File: src/rtl/conv_encoder_punct_if.sv
// Handshake bundle between the scrambler side, the convolutional encoder and the interleaver.
// master drives data bits in and accepts coded bits; slave is the encoder.
interface conv_encoder_punct_if;
    logic       in_valid;
    logic       in_ready;
    logic       in_bit;
    logic       in_first;
    logic       in_last;
    logic [1:0] rate;
    logic       out_valid;
    logic       out_ready;
    logic       out_bit;
    logic       out_last;

    modport master (
        output in_valid, in_bit, in_first, in_last, rate, out_ready,
        input  in_ready, out_valid, out_bit, out_last
    );

    modport slave (
        input  in_valid, in_bit, in_first, in_last, rate, out_ready,
        output in_ready, out_valid, out_bit, out_last
    );
endinterface

File: src/rtl/conv_encoder_punct.sv
// 802.11a K=7 convolutional encoder (133o/171o) with rate 1/2, 2/3, 3/4 puncturing, serial output.
// Define CONV_TAIL_EN to append TAIL_LEN zero tail bits internally after each frame's last bit.
module conv_encoder_punct #(
    parameter int unsigned TAIL_LEN = 6
) (
    input logic                  clk,
    input logic                  rst,
    conv_encoder_punct_if.slave  bus
);

    typedef enum logic [1:0] {StIdle, StEmitA, StEmitB, StTail} state_e;

    state_e     state_q, state_d;
    logic [5:0] sr_q;
    logic [1:0] phase_q;
    logic [1:0] rate_q;
    logic       a_q;
    logic       b_q;
    logic       keep_b_q;
    logic       last_q;

    logic       accept;
    logic       load;
    logic       done_tail;
    logic [5:0] sr_use;
    logic [1:0] phase_use;
    logic [1:0] rate_use;
    logic       bit_use;
    logic       enc_a;
    logic       enc_b;
    logic       keep_a;
    logic       keep_b;
    logic [1:0] phase_nxt;

    assign accept = bus.in_valid & (state_q == StIdle);

`ifdef CONV_TAIL_EN
    localparam int unsigned TailW = (TAIL_LEN > 1) ? $clog2(TAIL_LEN) : 1;

    logic [TailW-1:0] tail_cnt_q;
    logic             tail_go_q;
    logic             tail_step;
    logic             tail_final;

    assign tail_step  = (state_q == StTail);
    assign tail_final = (tail_cnt_q == TailW'(TAIL_LEN - 1));
    assign load       = accept | tail_step;
    assign done_tail  = tail_go_q;
`else
    assign load       = accept;
    assign done_tail  = 1'b0;
`endif

    // Encoder source: a fresh frame sees a cleared register, phase 0 and the newly sampled rate.
    always_comb begin
        sr_use    = sr_q;
        phase_use = phase_q;
        rate_use  = rate_q;
        bit_use   = bus.in_bit;
        if (state_q == StTail) begin
            bit_use = 1'b0;
        end else if (bus.in_first) begin
            sr_use    = 6'd0;
            phase_use = 2'd0;
            rate_use  = bus.rate;
        end
    end

    assign enc_a = bit_use ^ sr_use[1] ^ sr_use[2] ^ sr_use[4] ^ sr_use[5];
    assign enc_b = bit_use ^ sr_use[0] ^ sr_use[1] ^ sr_use[2] ^ sr_use[5];

    always_comb begin
        keep_a    = 1'b1;
        keep_b    = 1'b1;
        phase_nxt = 2'd0;
        case (rate_use)
            2'b01: begin
                keep_b    = (phase_use == 2'd0);
                phase_nxt = {1'b0, ~phase_use[0]};
            end
            2'b10: begin
                keep_a    = (phase_use != 2'd2);
                keep_b    = (phase_use != 2'd1);
                phase_nxt = (phase_use == 2'd2) ? 2'd0 : phase_use + 2'd1;
            end
            default: begin
                keep_a    = 1'b1;
                keep_b    = 1'b1;
                phase_nxt = 2'd0;
            end
        endcase
    end

    always_ff @(posedge clk or posedge rst) begin
        if (rst) begin
            state_q    <= StIdle;
            sr_q       <= 6'd0;
            phase_q    <= 2'd0;
            rate_q     <= 2'b00;
            a_q        <= 1'b0;
            b_q        <= 1'b0;
            keep_b_q   <= 1'b0;
            last_q     <= 1'b0;
`ifdef CONV_TAIL_EN
            tail_cnt_q <= '0;
            tail_go_q  <= 1'b0;
`endif
        end else begin
            state_q <= state_d;
            if (load) begin
                a_q      <= enc_a;
                b_q      <= enc_b;
                keep_b_q <= keep_b;
                sr_q     <= {sr_use[4:0], bit_use};
                phase_q  <= phase_nxt;
                rate_q   <= rate_use;
            end
`ifdef CONV_TAIL_EN
            if (accept) begin
                last_q     <= 1'b0;
                tail_go_q  <= bus.in_last;
                tail_cnt_q <= '0;
            end else if (tail_step) begin
                last_q     <= tail_final;
                tail_go_q  <= ~tail_final;
                tail_cnt_q <= tail_cnt_q + TailW'(1);
            end
`else
            if (accept) begin
                last_q <= bus.in_last;
            end
`endif
        end
    end

    always_comb begin
        state_d = state_q;
        unique case (state_q)
            StIdle: begin
                if (accept) begin
                    state_d = keep_a ? StEmitA : StEmitB;
                end
            end
            StEmitA: begin
                if (bus.out_ready) begin
                    if (keep_b_q) begin
                        state_d = StEmitB;
                    end else begin
                        state_d = done_tail ? StTail : StIdle;
                    end
                end
            end
            StEmitB: begin
                if (bus.out_ready) begin
                    state_d = done_tail ? StTail : StIdle;
                end
            end
            StTail: begin
`ifdef CONV_TAIL_EN
                state_d = keep_a ? StEmitA : StEmitB;
`else
                state_d = StIdle;
`endif
            end
            default: state_d = StIdle;
        endcase
    end

    always_comb begin
        bus.in_ready  = (state_q == StIdle);
        bus.out_valid = (state_q == StEmitA) || (state_q == StEmitB);
        bus.out_bit   = 1'b0;
        bus.out_last  = 1'b0;
        if (state_q == StEmitA) begin
            bus.out_bit  = a_q;
            bus.out_last = last_q & ~keep_b_q;
        end else if (state_q == StEmitB) begin
            bus.out_bit  = b_q;
            bus.out_last = last_q;
        end
    end

endmodule
File: src/flat_wrapper.sv
// flat-port wrapper written by rule: the top's interface ports become plain ports
module conv_encoder_punct_flat 
#(
    parameter int unsigned TAIL_LEN = 6
)
  (clk, rst, bus_in_valid, bus_in_bit, bus_in_first, bus_in_last, bus_rate, bus_out_ready, bus_in_ready, bus_out_valid, bus_out_bit, bus_out_last);
  conv_encoder_punct_if bus_i ();
  input logic clk;
  input logic rst;
  input wire logic [$bits(bus_i.in_valid)-1:0] bus_in_valid;
  input wire logic [$bits(bus_i.in_bit)-1:0] bus_in_bit;
  input wire logic [$bits(bus_i.in_first)-1:0] bus_in_first;
  input wire logic [$bits(bus_i.in_last)-1:0] bus_in_last;
  input wire logic [$bits(bus_i.rate)-1:0] bus_rate;
  input wire logic [$bits(bus_i.out_ready)-1:0] bus_out_ready;
  output wire logic [$bits(bus_i.in_ready)-1:0] bus_in_ready;
  output wire logic [$bits(bus_i.out_valid)-1:0] bus_out_valid;
  output wire logic [$bits(bus_i.out_bit)-1:0] bus_out_bit;
  output wire logic [$bits(bus_i.out_last)-1:0] bus_out_last;
  assign bus_i.in_valid = bus_in_valid;
  assign bus_i.in_bit = bus_in_bit;
  assign bus_i.in_first = bus_in_first;
  assign bus_i.in_last = bus_in_last;
  assign bus_i.rate = bus_rate;
  assign bus_i.out_ready = bus_out_ready;
  assign bus_in_ready = bus_i.in_ready;
  assign bus_out_valid = bus_i.out_valid;
  assign bus_out_bit = bus_i.out_bit;
  assign bus_out_last = bus_i.out_last;
  conv_encoder_punct #(.TAIL_LEN(TAIL_LEN)) u_core (.clk(clk), .rst(rst), .bus(bus_i));
endmodule
File: config.mk
export PLATFORM = sky130hd
export DESIGN_NAME = conv_encoder_punct_flat
export DESIGN_NICKNAME = d
export VERILOG_FILES = /design/src/rtl/conv_encoder_punct_if.sv /design/src/rtl/conv_encoder_punct.sv /design/src/flat_wrapper.sv
export SDC_FILE = /design/constraint.sdc
export NUM_CORES = 1
export LEC_CHECK = 0
export ABC_AREA = 1
export CAP_MARGIN = 20
export CORE_MARGIN = 4
export CORE_UTILIZATION = 57
export CTS_CLUSTER_DIAMETER = 50
export CTS_CLUSTER_SIZE = 16
export DETAILED_ROUTE_END_ITERATION = 8
export GPL_TIMING_DRIVEN = 1
export HOLD_SLACK_MARGIN = 0.08
export PLACE_DENSITY = 0.82
export SLEW_MARGIN = 20
export SYNTH_ARGS = -nofsm -noshare
export SYNTH_HDL_FRONTEND = slang
export SYNTH_SLANG_ARGS = --single-unit
File: constraint.sdc
create_clock -name clk -period 3 [get_ports clk]
set_input_delay 0.6 -clock clk [delete_from_list [all_inputs] [get_ports clk]]
set_output_delay 0.6 -clock clk [all_outputs]
set_load 0.01 [all_outputs]
# --- After elaboration in Yosys (flattened, before gate mapping) ---
# Index checks and enable logic that the tools add are counted.
word_totals:
  regBits: 16
  latchBits: 0
  ramBits: 0
  romBits: 0
  in_bits: 9
  out_inout_bits: 4
  word_cells: 57
  mem_count: 0
classes:
  n_addsub: 1
  n_mul: 0
  div_mod_pow: 0
  magnitude_cmp: 0
  n_eq_ne: 11
  n_shift: 0
  mux: 21
  bitwise_logic: 12
  reduce_logical: 4
ops:
  columns: ["operator", "count"]
  rows:
  - ["two-way mux 2 bit", 10]
  - ["two-way mux 6 bit", 2]
  - ["== test 2 bit, second input constant", 4]
  - ["one-hot mux 2 bit (4 select lines)", 1]
  - ["bitwise XOR 1 bit", 8]
  - ["two-way mux 1 bit", 6]
  - ["!= test 2 bit, second input constant", 3]
  - ["== test 2 x 1 -> 1 bit, second input constant", 2]
  - ["logical NOT 2 bit", 2]
  - ["!= test 2 x 1 -> 1 bit, second input constant", 2]
  - ["one-hot mux 2 bit (2 select lines)", 1]
  - ["AND reduction 3 bit", 1]
  - ["adder 2 x 1 -> 2 bit, second input constant", 1]
  - ["bitwise AND 1 bit", 2]
  - ["NOT 1 bit", 2]
  - ["one-hot mux 1 bit (2 select lines)", 1]
  - ["logical OR 1 bit", 1]

# --- Logic depth before layout (Yosys ltp) ---
logic_depth:
  ltp_word: 7
  depth_mapped: 12

# --- Worst setup path after synthesis ---
# OpenSTA, ideal clock, no wires.
synth_timing:
  path_kind: "input port to flip-flop"
  start: "in bus_in_first"
  end: "reg u_core.state_q[1]"
  setup_ns: 0.129
  t_arrival_ns: 1.682
  t_required_ns: 2.871
  slack_ns: 1.189
  stages: 11
  n_path_buf: 0
  path_cell_list: "inv_1 > nor2_1 > or2_2 > o21ai_2 > inv_1 > ha_1 > nand2_1 > o21ai_0 > and2_1 > o21ai_0 > o21ai_0"
synth_between:
  elab_chain_cells: 7
  elab_cells_between_ends: 10
  cone_classes: "eq/ne: 2; mux: 8"
synth_rtl:
  columns: ["element", "line_no", "rtl"]
  rows:
  - ["start, declared", "flat_wrapper.sv:12", "input wire logic [$bits(bus_i.in_first)-1:0] bus_in_first;"]
  - ["two-way mux 2 bit", "conv_encoder_punct.sv:62", "end else if (bus.in_first) begin"]
  - ["two-way mux 2 bit", "conv_encoder_punct.sv:60", "if (state_q == StTail) begin"]
  - ["via u_core.rate_use[1]", "conv_encoder_punct.sv:27", "logic [1:0] rate_use;"]
  - ["== test 2 bit", "conv_encoder_punct.sv:76", "case (rate_use)"]
  - ["two-way mux 1 bit", "conv_encoder_punct.sv:76", null]
  - ["two-way mux 2 bit", "conv_encoder_punct.sv:141", "state_d = keep_a ? StEmitA : StEmitB;"]
  - ["two-way mux 2 bit", "conv_encoder_punct.sv:140", "if (accept) begin"]
  - ["one-hot mux 2 bit (4 select lines)", "conv_encoder_punct.sv:138", "unique case (state_q)"]
  - ["end signal, assigned", "conv_encoder_punct.sv:96", "state_q <= StIdle;"]
  - ["end signal, assigned", "conv_encoder_punct.sv:109", "state_q <= state_d;"]
  - ["end, declared", "conv_encoder_punct.sv:13", "state_e state_q, state_d;"]
# The timed path passes the listed nets, and every way through them passes these cells. The select of a mux whose other input is x is not followed.
# A chain may end at the register's enable or synchronous reset.

# --- Worst setup path in the final report ---
layout_timing:
  start: "reg u_core.state_q[1]"
  end: "out bus_out_last"
layout_between:
  elab_chain_cells: 3
  elab_cells_between_ends: 4
  cone_classes: "eq/ne: 2; mux: 2"
layout_rtl:
  columns: ["element", "line_no", "rtl"]
  rows:
  - ["== test 2 bit", "conv_encoder_punct.sv:177", "end else if (state_q == StEmitB) begin"]
  - ["two-way mux 1 bit", "conv_encoder_punct.sv:177", null]
  - ["two-way mux 1 bit *", "conv_encoder_punct.sv:174", "if (state_q == StEmitA) begin"]
  - ["end, declared", "flat_wrapper.sv:19", "output wire logic [$bits(bus_i.out_last)-1:0] bus_out_last;"]
# Every way passes the cells marked *; elsewhere a longest branch is shown, timed or not.

==> flow_summary_export.csv <==
group,metric,value,unit
critical_path,cp-start-kind,"register",
clock_tree,worst_skew_pair.late_latency,0.30,ns
critical_path,crit_path_max_incr_delay,0.56,ns
layout,layout.cells.most_common,"sky130_fd_sc_hd__nand2_1",
critical_path,worst_setup_path_startpoint,"u_core.state_q[1]",
floorplanning,fp.dieArea,2480,um^2
critical_path,required,2.40,ns
drt,drt_pre_antenna_iters,4,
clock_tree,clock_sink_count,16,
layout,layout_common_cells,"34 x sky130_fd_sc_hd__nand2_1, 16 x sky130_fd_sc_hd__inv_1, 16 x sky130_fd_sc_hd__dfrtp_1",
layout,seq_area,400,um^2
placed_design,globalplace.congestion,0.747,
timing,drv_slew,0,
clock_tree,cts.root.buffer_cell,"sky130_fd_sc_hd__clkbuf_4",
yosys,share_of_the_yosys_chip_area_belonging_to_registers,40.3,%
critical_path,cp-end-kind,"output port",
floorplanning,die_h,49.8,um
critical_path,slowest_stage,"sky130_fd_sc_hd__clkdlybuf4s50_1",
yosys,netlist_area,993,um^2
power,cellLeakagePower,0.569,nW
outcome,run_status,"finished, final reports clean",
clock_tree,cts_clock_pin_slew_for_the_worst_setup_and_hold_paths,0.10,ns
job,max_cap_viol_count,0,
timing,period_share,81.8,%
hold_path,hold_path_startpoint,"u_core.rate_q[0]",
critical_path,crit_path_max_fanout,4,
placed_design,io_buffers,12,
power,power_density,885,nW/um^2
global_route,grt_start_max_net_pins,19,
timing,max_transition_margin,59.3,%
yosys,yosysWarningCount,0,
layout,fillers,126,
critical_path,cp.arrival,1.85,ns
timing,grt_setup_unrepaired,"false",
critical_path,worst-setup-path-type,"reg -> out",
global_route,gr-total-overflow,0,
placed_design,dp_hpwl,1.47,mm
critical_path,r2r_start,"u_core.state_q[0]",
floorplanning,ios,13,
global_route,track_usage,19.0,%
timing,max_slew.worst_pin.slew,0.610,ns
timing,setup_slack_after_layout,0.546,ns
yosys,syn-num-nets,146,
drt,drt_iter0_drc,14,
power,ir_worst_vdd,0.522,mV
clock_tree,postCtsSetupRepairBufs,0,
drt,avgViaCountPerCell,5.34,
hold_path,hold_path.class,"reg -> reg",
floorplanning,initial_core_util,63.0,%
layout,final_layout_size_suffix_gt1_share,11.1,%
floorplanning,rows,14,
clock_tree,ctsHoldBuffers,0,
clock_tree,numCtsBuffers,3,
floorplanning,core_area,1580,um^2
timing,min_period,2.45,ns
yosys,syn_inst,130,
floorplanning,die_width,49.8,um
layout,finish.net_count,162,
placed_design,preCtsSetupSlack,0.542,ns
global_route,grt_pass1_wl,3.58,mm
timing,setup_total_negative_slack,0,ns
timing,timing.fmax,0.407,GHz
timing,timing.final.setup_violations,0,
layout,syn_to_final_growth,15.1,%
timing,final_hold_viol_count,0,
critical_path,critical_path_cell_by_cell,"inv_1 > ha_1 > nor2_1 > nor3_1 > clkdlybuf4s50_1",
yosys,register_bit_total_from_synthesis,16,
timing,fin_worst_hold_slack,0.490,ns
timing,timing.clock.skew,0.00753,ns
drt,wl,1.96,mm
drt,post_drt_wl_per_cell,12.3,um
clock_tree,postCtsResizedCells,0,
yosys,synth.lib_cells_used.distinct,23,
critical_path,crit_buf_inv,2,
drt,antenna_violation_net_count_after_detailed_routing,0,
clock_tree,htree_levels,1,
drt,post_route_drc_violation_count,0,
critical_path,timing.critical_path.max_delay_family,"buffers and inverters",
layout,multi_input_comb_area,502,um^2
global_route,antenna_found_initial,0,
global_route,grt_pass1_vias,885,
clock_tree,ctsLongestPathBuffers,2,
yosys,syn_area_per_cell,7.64,um^2
drt,via_count,855,
layout,insertedDiodeCount,0,
clock_tree,tritoncts_clock_tree,"done",
[area by class of cell]
| type | count | share of cell area (%) |
|---|---|---|
| clock buffers | 3 | 1.97 |
| inverters | 19 | 6.24 |
| multi-input cells | 93 | 43.9 |
| flip-flops and latches | 16 | 35.0 |
| well taps | 16 | 1.75 |
| repair buffers | 13 | 11.2 |
[power by group]
| group | internal, W | switching, W | total, W |
|---|---|---|---|
| Clock | 0.0000469 | 0.0000732 | 0.000120 |
| Sequential | 0.000302 | 0.0000586 | 0.000361 |
| Combinational | 0.000229 | 0.000302 | 0.000531 |
[through the flow]
| step | std cells | cell area [um^2] | utilization [%] | total power, W |
|---|---|---|---|---|
| finish | 160 | 1140 | 72.5 | 0.00101 |
| global route | 160 | 1140 | 72.5 | 0.00111 |
| CTS | 160 | 1140 | 72.5 | 0.00102 |
| detailed placement | 157 | 1120 | 71.1 | 0.000897 |
| global placement | 157 | 1120 | 71.1 | 0.000871 |
| floorplan | 130 | 993 | - | 0.000739 |
[cells in the mapped netlist]
cell type / instances / area (um^2)
sky130_fd_sc_hd__inv_2: 2 / 7.51
sky130_fd_sc_hd__nor2_1: 6 / 22.5
sky130_fd_sc_hd__nand4_1: 1 / 6.26
sky130_fd_sc_hd__nand2_4: 1 / 11.3
sky130_fd_sc_hd__o22ai_1: 2 / 12.5
sky130_fd_sc_hd__nor3_1: 1 / 5.00
sky130_fd_sc_hd__nand2_1: 34 / 128
sky130_fd_sc_hd__and2_1: 1 / 6.26
sky130_fd_sc_hd__nand3_2: 1 / 10.0
sky130_fd_sc_hd__ha_1: 7 / 87.6
sky130_fd_sc_hd__buf_2: 1 / 5.00
sky130_fd_sc_hd__o21ai_0: 14 / 70.1
sky130_fd_sc_hd__dfrtp_1: 16 / 400
sky130_fd_sc_hd__a21oi_1: 3 / 15.0
sky130_fd_sc_hd__o21ai_2: 2 / 17.5
sky130_fd_sc_hd__o21ai_1: 2 / 10.0
sky130_fd_sc_hd__buf_8: 1 / 15.0
sky130_fd_sc_hd__inv_1: 16 / 60.1
sky130_fd_sc_hd__nand2_2: 4 / 25.0
sky130_fd_sc_hd__clkinv_1: 1 / 3.75
sky130_fd_sc_hd__or2_2: 2 / 12.5
sky130_fd_sc_hd__nand3b_1: 1 / 7.51
sky130_fd_sc_hd__nand3_1: 11 / 55.1
[cell families after synthesis]
family                   synth area share [%]
AO/OA/AOI/OAI                            12.6
adder cells (fa/ha/maj)                  8.82
buffers and inverters                    9.19
flip-flops                               40.3
AND/OR/NAND/NOR                          29.1
[per-layer routing]
layer  vias up  part of all wire, %  GRT usage (%)
met1       380                   44           20.7
li1        449                    -              -
met4         0                  3.0           9.68
met3         7                  5.1           4.82
met2        19                   48           33.5
met5         -                    0              0
[worst paths after layout]
check | slack [ns] | end | depth (start not counted)
worst min register to register | 0.49 | u_core.rate_q[0] | 2
min in group asynchronous | 0.67 | u_core.keep_b_q | 2
worst max register to register | 1.03 | u_core.state_q[1] | 11
max in group asynchronous | 1.93 | u_core.sr_q[2] | 2
worst max-delay path | 0.55 | bus_out_last | 5
worst min-delay path | 0.49 | u_core.rate_q[0] | 2
[worst register-to-register path: stages, from the launching register on]
cell and delay (ns):
sky130_fd_sc_hd__dfrtp_1 0.43, sky130_fd_sc_hd__ha_1 0.25, sky130_fd_sc_hd__inv_2 0.10, sky130_fd_sc_hd__nand2_4 0.13, sky130_fd_sc_hd__o21ai_2 0.20, sky130_fd_sc_hd__inv_1 0.06, sky130_fd_sc_hd__ha_1 0.22, sky130_fd_sc_hd__nand2_1 0.07
sky130_fd_sc_hd__o21ai_0 0.07, sky130_fd_sc_hd__and2_1 0.15, sky130_fd_sc_hd__o21ai_0 0.08, sky130_fd_sc_hd__o21ai_0 0.11
[flip-flops by register name, indices dropped and copies added (netlist names)]
register,count
u_core.phase_q,2
u_core.a_q,1
u_core.keep_b_q,1
u_core.sr_q,6
u_core.b_q,1
u_core.rate_q,2
u_core.last_q,1
u_core.state_q,2
Power figures use the tool's default switching activity.
